$ cat src/rtl/alu_pkg.sv
// Shared opcode and FSM encodings for the pipelined, handshaked ALU.
package alu_pkg;

    localparam logic [3:0] OP_ADD    = 4'b0000;
    localparam logic [3:0] OP_SUB    = 4'b0001;
    localparam logic [3:0] OP_AND    = 4'b0010;
    localparam logic [3:0] OP_OR     = 4'b0011;
    localparam logic [3:0] OP_XOR    = 4'b0100;
    localparam logic [3:0] OP_CMP    = 4'b0101;
    localparam logic [3:0] OP_LDADDR = 4'b0110;
    localparam logic [3:0] OP_STADDR = 4'b0111;
    localparam logic [3:0] OP_MUL    = 4'b1000;
    localparam logic [3:0] OP_SHL    = 4'b1001;
    localparam logic [3:0] OP_SHR    = 4'b1010;
    localparam logic [3:0] OP_SLT    = 4'b1011;

    typedef enum logic {
        ST_IDLE     = 1'b0,
        ST_MUL_BUSY = 1'b1
    } state_t;

endpackage

$ cat src/rtl/alu_mul_seq.sv
// Unsigned shift-add multiplier, one multiplier bit per clock.
// done is combinational and coincides with the edge that retires the last bit.
module alu_mul_seq #(
    parameter int WIDTH = 8
) (
    input  logic               clk,
    input  logic               rst_n,
    input  logic               start,
    input  logic [WIDTH-1:0]   a,
    input  logic [WIDTH-1:0]   b,
    output logic               done,
    output logic [2*WIDTH-1:0] product
);

    localparam int CW = $clog2(WIDTH);

    logic                 active_reg;
    logic [CW-1:0]        count_reg;
    logic [2*WIDTH-1:0]   mcand_reg;
    logic [WIDTH-1:0]     mplier_reg;
    logic [2*WIDTH-1:0]   acc_reg;
    logic [2*WIDTH-1:0]   addend;
    logic [2*WIDTH-1:0]   acc_next;

    // Partial product: shifted multiplicand gated by the current multiplier LSB.
    generate
        for (genvar gi = 0; gi < 2*WIDTH; gi++) begin : g_addend
            assign addend[gi] = mcand_reg[gi] & mplier_reg[0];
        end
    endgenerate

    assign acc_next = acc_reg + addend;
    assign done     = active_reg && (count_reg == CW'(WIDTH-1));
    assign product  = acc_next;

    always_ff @(posedge clk or negedge rst_n) begin
        if (!rst_n) begin
            active_reg <= 1'b0;
            count_reg  <= '0;
            mcand_reg  <= '0;
            mplier_reg <= '0;
            acc_reg    <= '0;
        end else if (start) begin
            active_reg <= 1'b1;
            count_reg  <= '0;
            mcand_reg  <= {{WIDTH{1'b0}}, a};
            mplier_reg <= b;
            acc_reg    <= '0;
        end else if (active_reg) begin
            acc_reg    <= acc_next;
            mcand_reg  <= {mcand_reg[2*WIDTH-2:0], 1'b0};
            mplier_reg <= {1'b0, mplier_reg[WIDTH-1:1]};
            count_reg  <= count_reg + CW'(1);
            if (count_reg == CW'(WIDTH-1)) begin
                active_reg <= 1'b0;
            end
        end
    end

endmodule

$ cat src/rtl/alu_pipe.sv
// Handshaked ALU: single-cycle ops register on the transfer edge, MUL runs
// through the sequential multiplier and holds off new work until it retires.
module alu_pipe
    import alu_pkg::*;
#(
    parameter int WIDTH  = 8,
    parameter bit MUL_EN = 1'b1
) (
    input  logic             clk,
    input  logic             rst_n,
    input  logic             in_valid,
    output logic             in_ready,
    input  logic [WIDTH-1:0] data_in1,
    input  logic [WIDTH-1:0] data_in2,
    input  logic [3:0]       opcode,
    input  logic             ALU_src,
    output logic             out_valid,
    input  logic             out_ready,
    output logic [WIDTH-1:0] result,
    output logic             compare,
    output logic             zero,
    output logic             carry,
    output logic             illegal,
    output logic             busy
);

    localparam int SHW = $clog2(WIDTH);

    state_t             state_reg;
    logic               out_valid_reg;
    logic [WIDTH-1:0]   result_reg;
    logic               compare_reg;
    logic               zero_reg;
    logic               carry_reg;
    logic               illegal_reg;

    logic               xfer;
    logic               is_mul;
    logic               mul_done;
    logic [2*WIDTH-1:0] mul_product;
    logic [WIDTH:0]     sum_w;
    logic [WIDTH:0]     diff_w;
    logic [SHW-1:0]     shamt;
    logic [WIDTH-1:0]   result_next;
    logic               compare_next;
    logic               carry_next;
    logic               illegal_next;

    assign in_ready = (state_reg == ST_IDLE) && (!out_valid_reg || out_ready);
    assign xfer     = in_valid && in_ready;
    assign is_mul   = ALU_src && (opcode == OP_MUL) && MUL_EN;

    assign sum_w  = {1'b0, data_in1} + {1'b0, data_in2};
    assign diff_w = {1'b0, data_in1} - {1'b0, data_in2};
    assign shamt  = data_in2[SHW-1:0];

    alu_mul_seq #(.WIDTH(WIDTH)) u_mul (
        .clk     (clk),
        .rst_n   (rst_n),
        .start   (xfer && is_mul),
        .a       (data_in1),
        .b       (data_in2),
        .done    (mul_done),
        .product (mul_product)
    );

    // The borrow bit of the subtraction doubles as the unsigned less-than for SLT.
    always_comb begin
        result_next  = '0;
        compare_next = 1'b0;
        carry_next   = 1'b0;
        illegal_next = 1'b0;
        if (!ALU_src) begin
            result_next = data_in2;
        end else begin
            case (opcode)
                OP_ADD, OP_LDADDR, OP_STADDR: begin
                    result_next = sum_w[WIDTH-1:0];
                    carry_next  = sum_w[WIDTH];
                end
                OP_SUB: begin
                    result_next = diff_w[WIDTH-1:0];
                    carry_next  = diff_w[WIDTH];
                end
                OP_AND: result_next = data_in1 & data_in2;
                OP_OR:  result_next = data_in1 | data_in2;
                OP_XOR: result_next = data_in1 ^ data_in2;
                OP_CMP: compare_next = (data_in1 == data_in2);
                OP_MUL: illegal_next = !MUL_EN;
                OP_SHL: result_next = data_in1 << shamt;
                OP_SHR: result_next = data_in1 >> shamt;
                OP_SLT: result_next = {{(WIDTH-1){1'b0}}, diff_w[WIDTH]};
                default: illegal_next = 1'b1;
            endcase
        end
    end

    always_ff @(posedge clk or negedge rst_n) begin
        if (!rst_n) begin
            state_reg     <= ST_IDLE;
            out_valid_reg <= 1'b0;
            result_reg    <= '0;
            compare_reg   <= 1'b0;
            zero_reg      <= 1'b0;
            carry_reg     <= 1'b0;
            illegal_reg   <= 1'b0;
        end else if (xfer) begin
            if (is_mul) begin
                state_reg     <= ST_MUL_BUSY;
                out_valid_reg <= 1'b0;
            end else begin
                out_valid_reg <= 1'b1;
                result_reg    <= result_next;
                compare_reg   <= compare_next;
                zero_reg      <= (result_next == '0);
                carry_reg     <= carry_next;
                illegal_reg   <= illegal_next;
            end
        end else if ((state_reg == ST_MUL_BUSY) && mul_done) begin
            state_reg     <= ST_IDLE;
            out_valid_reg <= 1'b1;
            result_reg    <= mul_product[WIDTH-1:0];
            compare_reg   <= 1'b0;
            zero_reg      <= (mul_product[WIDTH-1:0] == '0);
            carry_reg     <= |mul_product[2*WIDTH-1:WIDTH];
            illegal_reg   <= 1'b0;
        end else if (out_valid_reg && out_ready) begin
            out_valid_reg <= 1'b0;
        end
    end

    assign out_valid = out_valid_reg;
    assign result    = result_reg;
    assign compare   = compare_reg;
    assign zero      = zero_reg;
    assign carry     = carry_reg;
    assign illegal   = illegal_reg;
    assign busy      = (state_reg == ST_MUL_BUSY);

endmodule
$ cat config.mk
export PLATFORM = sky130hd
export DESIGN_NAME = alu_pipe
export DESIGN_NICKNAME = d
export VERILOG_FILES = /design/src/rtl/alu_pkg.sv /design/src/rtl/alu_mul_seq.sv /design/src/rtl/alu_pipe.sv
export SDC_FILE = /design/constraint.sdc
export NUM_CORES = 1
export LEC_CHECK = 0
export CAP_MARGIN = 20
export CORE_MARGIN = 2
export CORE_UTILIZATION = 40
export CTS_CLUSTER_DIAMETER = 150
export DETAILED_ROUTE_END_ITERATION = 8
export PLACE_DENSITY_LB_ADDON = 0.15
export RECOVER_POWER = 100
export SLEW_MARGIN = 20
export SYNTH_ARGS = -nofsm -noshare
export SYNTH_HDL_FRONTEND = slang
export SYNTH_SLANG_ARGS = --single-unit
$ cat constraint.sdc
create_clock -name clk -period 4.6 [get_ports clk]
set_input_delay 0.69 -clock clk [delete_from_list [all_inputs] [get_ports clk]]
set_output_delay 0.69 -clock clk [all_outputs]
set_load 0.005 [all_outputs]
# Word-level counts from Yosys, hierarchy flattened

Cells that the tools add are included.

Logic and storage cells: 112
Bits in registers: 58
Input bits: 25

Eq/ne operators: 15
Mux-type cells: 39
Reductions and logical operators: 20
Add/subtract/negate cells: 4
Bitwise operators: 20
Shift operators: 2

Operators by type and width:

| operator                                       | number |
|---|---|
| two-way mux 16 bit                             | 4 |
| one-hot mux 8 bit (8 select lines)             | 1 |
| two-way mux 8 bit                              | 6 |
| two-way mux 1 bit                              | 25 |
| adder 16 bit                                   | 1 |
| AND 1 bit                                      | 16 |
| == test 4 x 3 -> 1 bit (second input constant) | 4 |
| == test 4 bit (second input constant)          | 4 |
| logical NOT 8 bit                              | 2 |
| OR reduction 12 bit                            | 1 |
| adder 8 x 8 -> 9 bit                           | 1 |
| subtractor 8 x 8 -> 9 bit                      | 1 |
| AND 8 bit                                      | 1 |
| == test 4 x 2 -> 1 bit (second input constant) | 2 |
| == test 8 bit                                  | 1 |
| OR 8 bit                                       | 1 |
| OR reduction 8 bit                             | 1 |
| left shift 8 x 3 -> 8 bit                      | 1 |
| >> shifter 8 x 3 -> 8 bit                      | 1 |
| bitwise XOR 8 bit                              | 1 |
| logical AND 1 bit                              | 7 |
| two-way mux 3 bit                              | 2 |
| == test 4 x 1 -> 1 bit (second input constant) | 1 |
| logical NOT 4 bit                              | 1 |
| other kinds (12)                               | 14 |

# Logic depth before layout (Yosys ltp)

Gate-level depths: netlist of run 1.

Word-level depth: 7
Gate-level depth with buffers: 12

# Hierarchy

Synthesis of run 1 repeated with hierarchy kept, for this count alone.

Cells, all modules: 624
Area, all modules: 5464.0 µm²

Modules (own cells, without submodules):

| module      | area an instance (µm²) | cells each | seq. area each (µm²) | instances |
|---|---|---|---|---|
| alu_mul_seq | 2886.5                 | 304        | 1101.1               | 1 |
| alu_pipe    | 2577.5                 | 320        | 350.3                | 1 |

# Least setup slack after synthesis of run 1

OpenSTA, ideal clock, no wires.

Kind: input to register
Start point: input data_in2[1]
End point: register zero_reg (netlist: zero)
Path buffers: 1
Arrival: 2.936 ns
Setup slack: 1.590 ns
Stages: 11
Cell sequence: buf_2 -> inv_2 -> ha_1 -> a21o_1 -> a221o_1 -> o41ai_1 -> o221ai_1 -> a21oi_1 -> o22ai_1 -> or3_1 -> o21ai_2

Longest elaborated chain between the ends: 6
Elaborated cells between the ends (all ways): 12

Ends and longest elaborated chain:

| element                                                 | line            | RTL |
|---|---|---|
| from (decl)                                             | alu_pipe.sv:14  | `input logic [WIDTH-1:0] data_in2,` |
| subtractor 8 x 8 -> 9 bit, or another cell as far along | alu_pipe.sv:54  | `assign diff_w = {1'b0, data_in1} - {1'b0, data_in2};` |
| one-hot mux 8 bit (8 select lines)                      | alu_pipe.sv:76  | `case (opcode)` |
| two-way mux 8 bit (*)                                   | alu_pipe.sv:73  | `if (!ALU_src) begin` |
| logical NOT 8 bit (*)                                   | alu_pipe.sv:115 | `zero_reg <= (result_next == '0);` |
| two-way mux 1 bit (*)                                   | alu_pipe.sv:108 | `if (is_mul) begin` |
| two-way mux 1 bit (*)                                   | alu_pipe.sv:107 | `end else if (xfer) begin` |
| to (signal assigned)                                    | alu_pipe.sv:115 |  |
| to (signal assigned)                                    | alu_pipe.sv:124 | `zero_reg <= (mul_product[WIDTH-1:0] == '0);` |
| to (decl)                                               | alu_pipe.sv:33  | `logic zero_reg;` |

Mark *: on every way between the ends. The rest lies on a longest branch, timed or not. The select of a mux whose other input is x is not followed.
A chain may end at the register's enable or synchronous reset.

# Worst setup path in the final report of run 1

Start point: input data_in1[2]
End point: register zero_reg (netlist: zero)

Longest elaborated chain between the ends: 6
Elaborated cells between the ends (all ways): 12

Ends and longest elaborated chain:

| element                                                 | line            | RTL |
|---|---|---|
| from (decl)                                             | alu_pipe.sv:13  | `input logic [WIDTH-1:0] data_in1,` |
| subtractor 8 x 8 -> 9 bit, or another cell as far along | alu_pipe.sv:54  |  |
| one-hot mux 8 bit (8 select lines) (*)                  | alu_pipe.sv:76  |  |
| two-way mux 8 bit (*)                                   | alu_pipe.sv:73  |  |
| logical NOT 8 bit (*)                                   | alu_pipe.sv:115 |  |
| two-way mux 1 bit (*)                                   | alu_pipe.sv:108 |  |
| two-way mux 1 bit (*)                                   | alu_pipe.sv:107 |  |

Marked as above.

==> flow_summary_export.csv, run 1 <==
group,metric,value,unit
global_route,grt_pass1_wl,24410,um
synthesis,yosys.area.top_type,"dfrtp_1",
power,power_leakage,0.002618,uW
sta,grt_setup_unrepaired,"no",
sta,whs,0.4734,ns
min_path,min_path_cells,2,
setup_path,cp-end-kind,"flip-flop",
placement,port_buffers,39,
sta,period_minus_slack,3.760,ns
floorplan,core.rowCount,41,
power,pwr-share-seq,26.9,%
setup_path,cp_data_required_time,4.85,ns
sta,tightest_slew,1.100,ns
synthesis,synth_top_family_by_area,"compound AO/OA/AOI/OAI gates",
global_route,grt_pass1_vias,4521,
global_route,grt_overflow,0,
setup_path,r2r-start,"u_mul.mplier_reg[0]",
floorplan,dieArea,14100,um^2
layout,register_area,1453,um^2
sta,slew_headroom,26.67,%
synthesis,syn_area_per_cell,8.705,um^2
sta,finalSetupViolCount,0,
sta,slew_violations,0,
synthesis,synth_xor_area_share,3.493,%
clock_tree,htreeDepth,3,
min_path,hp-class,"reg2reg",
setup_path,critPathLaunchType,"input port",
setup_path,crit_chain,"dlygate4sd3_1 > inv_1 > ha_1 > and3_1 > a221o_1 > o41ai_1 > o221ai_1 > a21oi_1 > o22ai_1 > or3_1 > o21ai_0",
layout,area_delta_synth_final,16.06,%
clock_tree,cts_sinks,58,
setup_path,ff2ff_path_depth,11,
clock_tree,clk_latency,0.33,ns
layout,antennaDiodeCount,0,
synthesis,synth_common_cells,"63 x nor2_1, 58 x dfrtp_1, 56 x nand2_1",
setup_path,setup.worst_path.start,"data_in1[2]",
routing,via_count,4737,
setup_path,cp_slowest_cell,"dlygate4sd3_1",
power,p_per_area,553.4,nW/um^2
synthesis,yosysUniqueCellTypes,69,
clock_tree,cts_tree,"built",
floorplan,die_width,118.7,um
clock_tree,clockBufferDepth,2,
routing,ant_nets,0,
clock_tree,cts-buffers-inserted,9,
synthesis,yosysMostFrequentCell,"nor2_1",
layout,stdcell_area,6112,um^2
setup_path,critPathTopFamily,"compound AO/OA/AOI/OAI gates",
synthesis,ys_ff_latch,58,
synthesis,async_flop_share,100.0,%
synthesis,synth.top_cell.area_share,27.56,%
synthesis,synth_compound_area_share,20.15,%
run_status,outcome,"complete, no violations",
setup_path,critical_path.max_stage_delay,0.76,ns
synthesis,synthTopCellsByArea,"dfrtp_1 28%, ha_1 10%, mux2i_1 8.2%, nor2_1 4.5%, nand2_1 4.0%",
routing,drc,0,
synthesis,synth-edff-count,0,
layout,drive_gt1_share,8.163,%
synthesis,synthFlopType,"dfrtp_1",
global_route,grtUsageTotal,21.84,%
floorplan,die_y,118.7,um
power,pwr-share-comb,51.5,%
clock_tree,cts_setup_buffers,0,
setup_path,crit_arrival,4.01,ns
sta,skew,0.008488,ns
clock_tree,cts_resized,0,
global_route,antenna_found_initial,0,
setup_path,reg2reg_slack,1.26,ns
layout,num-nets-final,704,
synthesis,yosys_warnings,0,
sta,hold_violations,0,
setup_path,worst-path-buf-inv,2,
clock_tree,cts.clk_slew.worst_paths,0.06,ns
power,switching_share,40.93,%
layout,fin_cells,809,
synthesis,synthCells,605,
flow_run,max-cap-violations,0,
power,p_int,1998,uW
routing,routed_wl,15160,um
routing,post_drt_wl_per_cell,18.74,um
setup_path,r2r_end,"carry",
synthesis,ys_seq_area_share,27.56,%
routing,initialDrtViolationCount,468,
synthesis,muxShareOfSynthArea,13.16,%
min_path,min_from,"result[0]",
synthesis,synth.net_count,677,
sta,period_share,81.74,%
placement,gp_congestion,0.9225,
power,ir_worst_vdd,0.0002181,V
global_route,grt_max_degree,59,
setup_path,criticalPathCategory,"in2reg",
min_path,worstHoldEndpoint,"result[0]",
floorplan,ioPinCount,40,
clock_tree,ctsHoldBuffers,0,
floorplan,start_util,41.39,%
sta,fmax,266.0,MHz
placement,dp_cells,793,
power,p_sw,1385,uW
layout,multi_input_area,3548,um^2
synthesis,yosys.area_share.simple,19.20,%
placement,place_area,5802,um^2
routing,vias_per_cell,5.855,
floorplan,core_area,12720,um^2
power,p_clk_share,21.7,%
clock_tree,clock-root-buffer,"clkbuf_16",
routing,drtPass1Iterations,5,
placement,dp_hpwl,11350,um
synthesis,synth_fa_ha_area_share,11.59,%
layout,n_fill_cell,1284,
sta,tns,0,ns
synthesis,syn_area,5266,um^2
setup_path,crit_fanout,11,
-- cell usage in the layout, fill, tap and decap left out, drive strengths merged, types with 7 or more instances in the layout --
cell type / Yosys / layout
mux2i: 44 / 44
dlygate4sd3: 0 / 19
xnor2: 16 / 16
and2: 15 / 15
nor3: 12 / 12
buf: 16 / 12
inv: 25 / 25
a21o: 11 / 11
nor2: 63 / 63
ha: 44 / 44
a211oi: 7 / 7
clkbuf: 19 / 11
o21ai: 39 / 39
nand3: 9 / 9
o211ai: 8 / 8
nand2: 56 / 56
a21oi: 35 / 35
dfrtp: 58 / 58
nor2b: 7 / 7
clkdlybuf4s50: 0 / 19
mux4: 8 / 8
-- power groups by stage --
stage	Sequential, uW	Combinational, uW	Clock (uW)
after floorplan	864	1290	0
final	909	1740	732
after detailed placement	916	1760	0
after global routing	944	1930	774
after CTS	911	1770	745
after global placement	906	1740	0
-- tightest hold or removal path, cell delays in order (launching register included) --
cell and delay, ns:
dfrtp_1 0.33, nand2_1 0.05, o21ai_0 0.06
-- how the worst max path moves through the flow --
stage,to,depth (start not counted)
6_report,zero,11
2_1_floorplan,zero,11
3_5_place_dp,zero,11
3_3_place_gp,zero,11
4_1_cts,zero,11
5_1_grt,zero,11
-- logic make-up after synthesis --
| logic type | Yosys count |
|---|---|
| AOI/OAI and AO/OA | 156 |
| adders and majority gates | 47 |
| xor gates and xnor gates | 21 |
| DFF | 58 |
| and+or+nand+nor | 207 |
| buffers and inverters | 60 |
| muxes | 56 |
-- final cells by class --
type / instances / area share [%]
clock inverter: 6 / 1.474
tap: 172 / 3.521
inverter: 25 / 1.535
timing repair buffer: 51 / 7.738
sequential: 58 / 23.77
multi-input combinational: 487 / 58.06
clock buffer: 10 / 3.910
-- metrics by stage --
| stage | utilization (%) | setup slack, ns | total power, uW |
|---|---|---|---|
| 4_1_cts | 48.19 | 0.9708 | 3421 |
| 6_report | 48.04 | 0.8401 | 3383 |
| 2_1_floorplan | - | 1.590 | 2155 |
| 3_5_place_dp | 45.60 | 0.6503 | 2672 |
| 5_1_grt | 48.04 | 0.6550 | 3652 |
| 3_3_place_gp | 45.60 | 0.7039 | 2644 |
-- layer usage --
| layer | share of wire, % | wire length, um | vias to the layer above | track usage, % |
|---|---|---|---|---|
| met2 | 43 | 6559 | 210 | 32.22 |
| met5 | 0 | 0 | - | 0 |
| met4 | 1.9 | 282 | 0 | 6.101 |
| met3 | 7.0 | 1068 | 32 | 4.440 |
| li1 | - | - | 2245 | - |
| met1 | 48 | 7246 | 2250 | 32.18 |
No activity file was read; power rests on OpenSTA's default activity.
==> run 2: changes to the inputs <==
==> constraint.sdc (replaced) <==
create_clock -name clk -period 3.6 [get_ports clk]
set_input_delay 0.54 -clock clk [delete_from_list [all_inputs] [get_ports clk]]
set_output_delay 0.54 -clock clk [all_outputs]
set_load 0.005 [all_outputs]
==> flow_summary_export.csv, run 2 (same netlist as run 1, synthesis figures left out) <==
group,metric,value,unit
run_status,outcome,"finished, violations left",
run_status,failed_checks,"max-capacitance violations, max-slew violations",
layout,final_cell_mix,"63 x nor2_1, 57 x dfrtp_1, 56 x nand2_1",
routing,ant_nets,0,
clock_tree,cts.clk_slew.worst_paths,0.05,ns
setup_path,criticalPathCategory,"in2reg",
placement,place_area,6032,um^2
layout,num-nets-final,733,
routing,drc,0,
clock_tree,clk_latency,0.34,ns
layout,area_delta_synth_final,19.96,%
sta,hold_violations,0,
routing,post_drt_wl_per_cell,18.78,um
routing,vias_per_cell,5.708,
floorplan,die_width,118.7,um
global_route,antenna_found_initial,0,
clock_tree,clock-root-buffer,"clkbuf_16",
clock_tree,cts_resized,0,
sta,skew,0.004049,ns
global_route,grt_overflow,0,
floorplan,core_area,12720,um^2
sta,period_share,91.73,%
clock_tree,htreeDepth,3,
floorplan,start_util,41.39,%
power,p_per_area,690.8,nW/um^2
clock_tree,clockBufferDepth,2,
setup_path,cp_data_required_time,3.79,ns
routing,initialDrtViolationCount,474,
layout,antennaDiodeCount,0,
clock_tree,cts_tree,"built",
setup_path,r2r-start,"u_mul.mplier_reg[0]",
global_route,grtUsageTotal,23.30,%
min_path,min_path_cells,2,
layout,final_common_cell,"nor2_1",
global_route,grt_pass1_vias,4753,
floorplan,core.rowCount,41,
min_path,min_from,"result[1]",
sta,slew_headroom,-33.84,%
min_path,worstHoldEndpoint,"result[1]",
power,power_leakage,0.002745,uW
sta,finalSetupViolCount,0,
clock_tree,cts_setup_buffers,0,
global_route,grt_pass1_wl,25670,um
clock_tree,ctsHoldBuffers,0,
layout,fin_cells,837,
floorplan,dieArea,14100,um^2
sta,slew_violations,38,
layout,stdcell_area,6317,um^2
min_path,hp-class,"reg2reg",
setup_path,setup.worst_path.start,"data_in1[0]",
setup_path,critPathLaunchType,"input port",
sta,period_minus_slack,3.302,ns
routing,drtPass1Iterations,5,
sta,whs,0.4675,ns
setup_path,reg2reg_slack,0.35,ns
setup_path,cp-end-kind,"flip-flop",
flow_run,max-cap-violations,1,
power,ir_worst_vdd,0.0003572,V
routing,via_count,4778,
placement,port_buffers,39,
sta,grt_setup_unrepaired,"no",
placement,dp_hpwl,12170,um
setup_path,crit_arrival,3.49,ns
sta,fmax,302.8,MHz
placement,gp_congestion,0.9343,
setup_path,ff2ff_path_depth,11,
floorplan,die_y,118.7,um
routing,routed_wl,15720,um
global_route,grt_max_degree,59,
sta,tns,0,ns
layout,drive_gt1_share,11.73,%
setup_path,crit_fanout,3,
placement,dp_cells,822,
clock_tree,cts_sinks,58,
floorplan,ioPinCount,40,
layout,fin_util,49.66,%
sta,tightest_slew,2.008,ns
clock_tree,cts-buffers-inserted,9,
setup_path,r2r_end,"carry",
[run 2: changes by cell type in the layout (fill, tap and decap cells not counted), sizes merged]
cell	before	now
dlygate4sd3	19	18
clkinvlp	1	0
buf	12	37
clkbuf	11	15
clkdlybuf4s50	19	20
[run 2: metal layers]
metal,part of all wire (%),global-route usage [%]
met4,2.8,8.929
met1,48,33.38
met5,0,0
met3,6.0,5.357
met2,43,33.91
[run 2: power by group]
group | internal [uW] | switching, uW
combinational | 1010 | 1290
clock | 618 | 299
sequential | 953 | 193
[run 2: area by class of cell]
| type | instances | area, um^2 |
|---|---|---|
| inverters | 25 | 93.84 |
| clock inverters | 5 | 78.83 |
| flip-flops and latches | 58 | 1453 |
| repair buffers | 80 | 678.2 |
| fillers | 1304 | 6405 |
| multi-input cells | 487 | 3560 |
| well taps | 172 | 215.2 |
| clock buffers | 10 | 239.0 |
[run 2: worst max path at each step]
stage	to	slack, ns	cells past startpoint
finish	carry	0.30	12
global route	zero	0.14	13
CTS	carry	0.39	11
detailed placement	zero	0.09	13
global placement	carry	0.12	12
floorplan	zero	0.74	11
[run 2: metrics by stage]
| stage | power [uW] | setup WS, ns |
|---|---|---|
| floorplan | 2753 | 0.7403 |
| global placement | 3431 | 0.1194 |
| detailed placement | 3472 | 0.09081 |
| CTS | 4425 | 0.3933 |
| global route | 4715 | 0.1402 |
| finish | 4364 | 0.2976 |
[run 2: critical path, cell delays in order]
cell and delay [ns]:
dlygate4sd3_1 0.58, ha_1 0.25, fa_1 0.41, a211oi_1 0.32
o21ai_0 0.22, and3_1 0.22, o21ai_0 0.15, buf_4 0.15
a211oi_1 0.08, a311o_1 0.37, o22ai_1 0.15, a21oi_1 0.06
